==> src/rtl/ltc2195_pkg.sv <==
// Shared types and constants for the LTC2195 frame alignment controller.
package ltc2195_pkg;

  typedef enum logic [2:0] {
    ST_SETTLE = 3'd0,
    ST_CHECK  = 3'd1,
    ST_SLIP   = 3'd2,
    ST_LOCKED = 3'd3,
    ST_FAIL   = 3'd4
  } align_state_t;

  localparam logic [7:0] FR_PATTERN_DEF = 8'hF0;
  localparam int SLIP_W = 4;
  localparam int CNT_W  = 8;

endpackage

==> src/rtl/ltc2195_frame_align_sat_counter.sv <==
// Saturating up-counter with synchronous clear (clear wins over enable).
module sat_counter #(
  parameter int           W   = 8,
  parameter logic [W-1:0] MAX = '1
) (
  input  logic         clk,
  input  logic         rst_n,
  input  logic         clr,
  input  logic         en,
  output logic [W-1:0] count
);

  always_ff @(posedge clk or negedge rst_n) begin
    if (!rst_n)
      count <= '0;
    else if (clr)
      count <= '0;
    else if (en && count != MAX)
      count <= count + W'(1);
  end

endmodule

==> src/rtl/ltc2195_frame_align.sv <==
// Bitslip training controller for the LTC2195 frame lane.
// Optional stats ports/counters are built when FRAME_ALIGN_STATS_EN is defined.
module ltc2195_frame_align
  import ltc2195_pkg::*;
#(
  parameter logic [7:0] FR_PATTERN = FR_PATTERN_DEF,
  parameter int         SETTLE_CYC = 4,
  parameter int         LOCK_CNT   = 16,
  parameter int         LOSS_CNT   = 4,
  parameter int         MAX_SLIPS  = 8
) (
  input  logic              clk_in,
  input  logic              rst_n_in,
  input  logic [7:0]        fr_word_in,
  input  logic              word_valid_in,
  input  logic              retrain_in,
  output logic              bitslip_out,
  output logic              aligned_out,
  output logic              fail_out,
  output logic [SLIP_W-1:0] slip_count_out,
`ifdef FRAME_ALIGN_STATS_EN
  output logic [15:0]       err_count_out,
  output logic [7:0]        relock_count_out,
`endif
  output logic [2:0]        state_dbg_out
);

  localparam logic [SLIP_W-1:0] SETTLE_MAX  = SLIP_W'(SETTLE_CYC);
  localparam logic [SLIP_W-1:0] SETTLE_LAST = SLIP_W'(SETTLE_CYC - 1);
  localparam logic [SLIP_W-1:0] SLIP_MAX    = SLIP_W'(MAX_SLIPS);
  localparam logic [CNT_W-1:0]  LOCK_MAX    = CNT_W'(LOCK_CNT);
  localparam logic [CNT_W-1:0]  LOCK_LAST   = CNT_W'(LOCK_CNT - 1);
  localparam logic [CNT_W-1:0]  LOSS_MAX    = CNT_W'(LOSS_CNT);
  localparam logic [CNT_W-1:0]  LOSS_LAST   = CNT_W'(LOSS_CNT - 1);

  align_state_t      state, state_nxt;
  logic [SLIP_W-1:0] settle_cnt, slip_cnt;
  logic [CNT_W-1:0]  good_cnt, loss_cnt;
  logic              strobe_good, strobe_bad, lock_done, lost;

  // word_valid_in is a one-cycle strobe per sample with no backpressure: fr_word_in
  // is only looked at when it is high, and every counter holds while it is low.
  assign strobe_good = word_valid_in && (fr_word_in == FR_PATTERN);
  assign strobe_bad  = word_valid_in && (fr_word_in != FR_PATTERN);
  assign lock_done   = (state == ST_CHECK)  && strobe_good && (good_cnt == LOCK_LAST);
  assign lost        = (state == ST_LOCKED) && strobe_bad  && (loss_cnt == LOSS_LAST);

  always_ff @(posedge clk_in or negedge rst_n_in) begin
    if (!rst_n_in)
      state <= ST_SETTLE;
    else
      state <= state_nxt;
  end

  always_comb begin
    state_nxt   = state;
    bitslip_out = 1'b0;
    aligned_out = 1'b0;
    fail_out    = 1'b0;
    if (retrain_in) begin
      state_nxt = ST_SETTLE;
    end else begin
      case (state)
        ST_SETTLE: if (word_valid_in && settle_cnt == SETTLE_LAST) state_nxt = ST_CHECK;
        ST_CHECK: begin
          if (lock_done)
            state_nxt = ST_LOCKED;
          else if (strobe_bad)
            state_nxt = (slip_cnt >= SLIP_MAX) ? ST_FAIL : ST_SLIP;
        end
        ST_SLIP:   state_nxt = ST_SETTLE;
        ST_LOCKED: if (lost) state_nxt = ST_CHECK;
        ST_FAIL:   state_nxt = ST_FAIL;
        default:   state_nxt = ST_SETTLE;
      endcase
    end
    // Outputs decode the registered state so a reset during SLIP drops bitslip at once.
    case (state)
      ST_SLIP:   bitslip_out = 1'b1;
      ST_LOCKED: aligned_out = 1'b1;
      ST_FAIL:   fail_out    = 1'b1;
      default:   ;
    endcase
  end

  sat_counter #(.W(SLIP_W), .MAX(SETTLE_MAX)) u_settle_cnt (
    .clk(clk_in), .rst_n(rst_n_in),
    .clr(retrain_in || state != ST_SETTLE),
    .en(state == ST_SETTLE && word_valid_in),
    .count(settle_cnt)
  );

  sat_counter #(.W(CNT_W), .MAX(LOCK_MAX)) u_good_cnt (
    .clk(clk_in), .rst_n(rst_n_in),
    .clr(retrain_in || state != ST_CHECK),
    .en(state == ST_CHECK && strobe_good),
    .count(good_cnt)
  );

  sat_counter #(.W(CNT_W), .MAX(LOSS_MAX)) u_loss_cnt (
    .clk(clk_in), .rst_n(rst_n_in),
    .clr(retrain_in || state != ST_LOCKED || strobe_good),
    .en(state == ST_LOCKED && strobe_bad),
    .count(loss_cnt)
  );

  // Automatic re-training starts a fresh attempt, so the slip budget is restored.
  sat_counter #(.W(SLIP_W), .MAX(SLIP_MAX)) u_slip_cnt (
    .clk(clk_in), .rst_n(rst_n_in),
    .clr(retrain_in || lost),
    .en(state == ST_SLIP),
    .count(slip_cnt)
  );

`ifdef FRAME_ALIGN_STATS_EN
  sat_counter #(.W(16), .MAX(16'hFFFF)) u_err_cnt (
    .clk(clk_in), .rst_n(rst_n_in),
    .clr(retrain_in),
    .en(state == ST_LOCKED && strobe_bad),
    .count(err_count_out)
  );

  sat_counter #(.W(8), .MAX(8'hFF)) u_relock_cnt (
    .clk(clk_in), .rst_n(rst_n_in),
    .clr(retrain_in),
    .en(lost),
    .count(relock_count_out)
  );
`endif

  assign slip_count_out = slip_cnt;
  assign state_dbg_out  = state;

endmodule

==> config.mk <==
export PLATFORM = sky130hd
export DESIGN_NAME = ltc2195_frame_align
export DESIGN_NICKNAME = d
export VERILOG_FILES = /design/src/rtl/ltc2195_pkg.sv /design/src/rtl/ltc2195_frame_align_sat_counter.sv /design/src/rtl/ltc2195_frame_align.sv
export SDC_FILE = /design/constraint.sdc
export NUM_CORES = 1
export LEC_CHECK = 0
export CORE_MARGIN = 2
export CORE_UTILIZATION = 41
export DETAILED_ROUTE_END_ITERATION = 12
export GPL_TIMING_DRIVEN = 0
export HOLD_SLACK_MARGIN = 0.03
export PLACE_DENSITY_LB_ADDON = 0.3
export SKIP_CTS_REPAIR_TIMING = 1
export SLEW_MARGIN = 10
export SYNTH_ARGS = -nofsm -noshare
export SYNTH_HDL_FRONTEND = slang
export SYNTH_SLANG_ARGS = --single-unit
==> constraint.sdc <==
create_clock -name clk_in -period 2.8 [get_ports clk_in]
set_input_delay 0.28 -clock clk_in [delete_from_list [all_inputs] [get_ports clk_in]]
set_output_delay 0.28 -clock clk_in [all_outputs]
set_load 0.01 [all_outputs]
==> flow_summary.toml, run 1 <==
[run_status]
status = "finished, violations left"
violations = "negative hold slack"

[critical_path]
r2r_slack_ns = 0.53
cp.arrival_ns = 2.18
crit_path_end_kind = "output port"
ff2ff_path_depth = 5
worst-setup-path-type = "register to output port"
rr_endpoint = "u_good_cnt.count[7]"
cpPeakStageDelay_ns = 0.65
cp-start-kind = "register"
cp_max_fo = 10
cp_slowest_cell = "clkdlybuf4s50_1"
critPathRequiredTime_ns = 2.52
path_cells = "clkbuf_1 > nor3b_1 > clkdlybuf4s50_1"
r2r_start = "state_dbg_out[2]"

[clock_tree]
cts_inserted_buffers = 3
clock_path_buffers = 2
path_clk_slew_ns = 0.10
cts-root-buf = "clkbuf_8"
cts_htree_levels = 1
cts_tree = "yes"
cts.sinks = 27
insertion_delay_ns = 0.28

[placement]
dpl_cell_area_um2 = 1960
place_congestion = 0.825
hpwl_um = 2650
portBuffers = 21

[route]
dr_total_vias = 1505
vias_per_cell = 5.68
ant_nets = 0
drtIter0Drc = 81
firstDrtPassIters = 4
post_drt_wl_per_cell_um = 13.7
drcViolationCount = 0
drt_wl_total_um = 3630

[logic_synthesis]
ys_types = 43
syn_area_per_cell_um2 = 8.91
synth_seq_cells = 27
async_flop_share_pct = 100
ys_warn_count = 0
syn_inst = 190
synth_nets = 210
synth_edf_count = 0
ys_seq_area_share_pct = 39.9
syn_area_um2 = 1690
synth_top_flop_cell = "dfrtp_1"

[sta]
fin_tns_setup_ns = 0
rsz0062_at_grt = "false"
period_minus_slack_ns = 2.46
worst_pin_slew_ns = 0.930
final-hold-violation-count = 1
finalClockSkew_ns = 0.00379
hold_ws_ns = -0.000424
setup_viol = 0
final_max_slew_viol_count = 0
relSlewSlack_pct = 37.4
finalCritPeriodShare_pct = 87.9
max_freq_mhz = 406

[floorplan]
core_um2 = 4000
design.die.area_um2 = 4660
rows = 23
num_io_pins = 22
fp.dieW_um = 68.3
initial_core_util_pct = 42.3
die_y_um = 68.3

[cells_and_area]
design_area_um2 = 2010
drive_gt1_share_pct = 5.12
areaGrowthSynthToFinish_pct = 18.6
nets = 236
antenna_cells = 0

[worst_hold_path]
hp-class = "input pin to async pin"

[grt]
grt_max_degree = 28
antenna_found_initial = 0
grt_pass1_wl_um = 6350
grt_pass1_vias = 1446
grt_usage_pct = 18.1
gr-total-overflow = 0

[pwr]
vdd_drop_max_mv = 0.212
p_leak_nw = 0.760
p_per_area_nw_per_um2 = 338

[run]
maxCapViolCount = 0
[worst max-delay path: cells and delay by family (launching register included)]
family / cells / cell delay (ns)
buffers and inverters: 2 / 0.97
DFF: 1 / 0.40
and+or+nand+nor: 1 / 0.54
[sequential cells by signal (all words and copies together), names as in the netlist]
name,cells
u_loss_cnt.count,8
u_good_cnt.count,8
u_slip_cnt.count,4
state_dbg_out,3
u_settle_cnt.count,4
[power breakdown]
part / internal [W] / total [W] / switching (W) / leakage (nW)
clock: 0.0000999 / 0.000226 / 0.000126 / 0.0255
sequential: 0.000393 / 0.000396 / 0.00000329 / 0.376
combinational: 0.0000251 / 0.0000555 / 0.0000304 / 0.358
total: 0.000518 / 0.000678 / 0.000160 / 0.760
[worst max path at each step]
stage                           startpoint                   to  slack (ns)  cells past startpoint
final                     state_dbg_out[1]          bitslip_out        0.34                      3
after global placement       fr_word_in[1]  u_slip_cnt.count[1]        0.09                      6
after floorplan           state_dbg_out[2]  u_good_cnt.count[7]        0.61                      5
after global routing         fr_word_in[0]  u_slip_cnt.count[1]        0.16                      6
after CTS                 state_dbg_out[1]          bitslip_out        0.33                      3
after detailed placement     fr_word_in[1]  u_slip_cnt.count[1]        0.04                      6
[metal layers]
layer,track usage [%],share of wire (%)
met5,0,0
met1,24.9,47
met2,28.5,47
met4,7.50,1.3
met3,2.47,4.3
[cell usage in the layout (no fill, tap or decap), types with 7 or more instances in the layout]
master and count:
inv_1 15, nor2_1 14, ha_1 8, o21ai_0 8, clkdlybuf4s50_1 20, dfrtp_1 27, nand3_1 14, or4_1 9
a21oi_1 14, o31ai_1 7, nand2_1 10
[stage by stage]
stage | std cells | worst slack, ns | total power (W) | util (%)
after detailed placement | 261 | 0.0397 | 0.000461 | 49.0
after floorplan | 190 | 0.615 | 0.000428 | -
after CTS | 265 | 0.325 | 0.000687 | 50.2
after global routing | 265 | 0.161 | 0.000715 | 50.2
final | 265 | 0.340 | 0.000678 | 50.2
after global placement | 261 | 0.0865 | 0.000460 | 49.1
[area by class of cell]
| cell class | count | area, um^2 |
|---|---|---|
| Multi-Input combinational cell | 141 | 927 |
| Tap cell | 50 | 62.6 |
| Clock inverter | 1 | 5.00 |
| Sequential cell | 27 | 676 |
| Inverter | 15 | 56.3 |
| Buffer | 7 | 33.8 |
| Fill cell | 386 | 1990 |
| Clock buffer | 3 | 41.3 |
| Timing Repair Buffer | 21 | 205 |
[synthesized netlist by cell type, types with 2 or more instances]
cell type / n / area (um^2)
dfrtp_1: 27 / 676
inv_1: 15 / 56.3
a21oi_1: 14 / 70.1
nand3_1: 14 / 70.1
nor2_1: 14 / 52.6
nand2_1: 10 / 37.5
or4_1: 9 / 67.6
ha_1: 8 / 100
o21ai_0: 8 / 40.0
o31ai_1: 7 / 52.6
clkbuf_1: 6 / 22.5
nand4_1: 6 / 37.5
and4_1: 4 / 35.0
nor3_1: 4 / 20.0
a31oi_1: 3 / 18.8
nor4_1: 3 / 18.8
or3_1: 3 / 18.8
xnor2_1: 3 / 26.3
xor2_1: 3 / 26.3
and2_1: 2 / 12.5
nand2b_1: 2 / 12.5
nand3b_1: 2 / 15.0
nor3b_1: 2 / 15.0
or4_4: 2 / 22.5
[cell families (layout without fill, tap and decap cells)]
kind of cell / count (synthesis) / count (layout) / synth area share (%)
AOI/OAI and AO/OA: 44 / 44 / 16.6
xor gates and xnor gates: 6 / 6 / 3.10
adders and majority gates: 8 / 8 / 5.91
buffers and inverters: 22 / 47 / 5.32
DFF: 27 / 27 / 39.9
muxes: 1 / 1 / 0.591
and+or+nand+nor: 82 / 82 / 28.5
Note: power is estimated with default switching activity, not from simulation.
==> run 2: changes to the inputs <==
--- a/config.mk
+++ b/config.mk
@@ -10,6 +10,7 @@
 export DETAILED_ROUTE_END_ITERATION = 12
 export GPL_TIMING_DRIVEN = 0
 export HOLD_SLACK_MARGIN = 0.03
+export MAX_ROUTING_LAYER = met4
 export PLACE_DENSITY_LB_ADDON = 0.3
 export SKIP_CTS_REPAIR_TIMING = 1
 export SLEW_MARGIN = 10
==> results of run 2 <==
The final DEF is identical to that of run 1; final timing and power are the same.
Main changes from that run: final weighted congestion in routability-driven placement 0.825 -> 0.838; overall routing resource usage 18.1% -> 18.6%; violation count after the first detailed-route iteration 81 -> 82
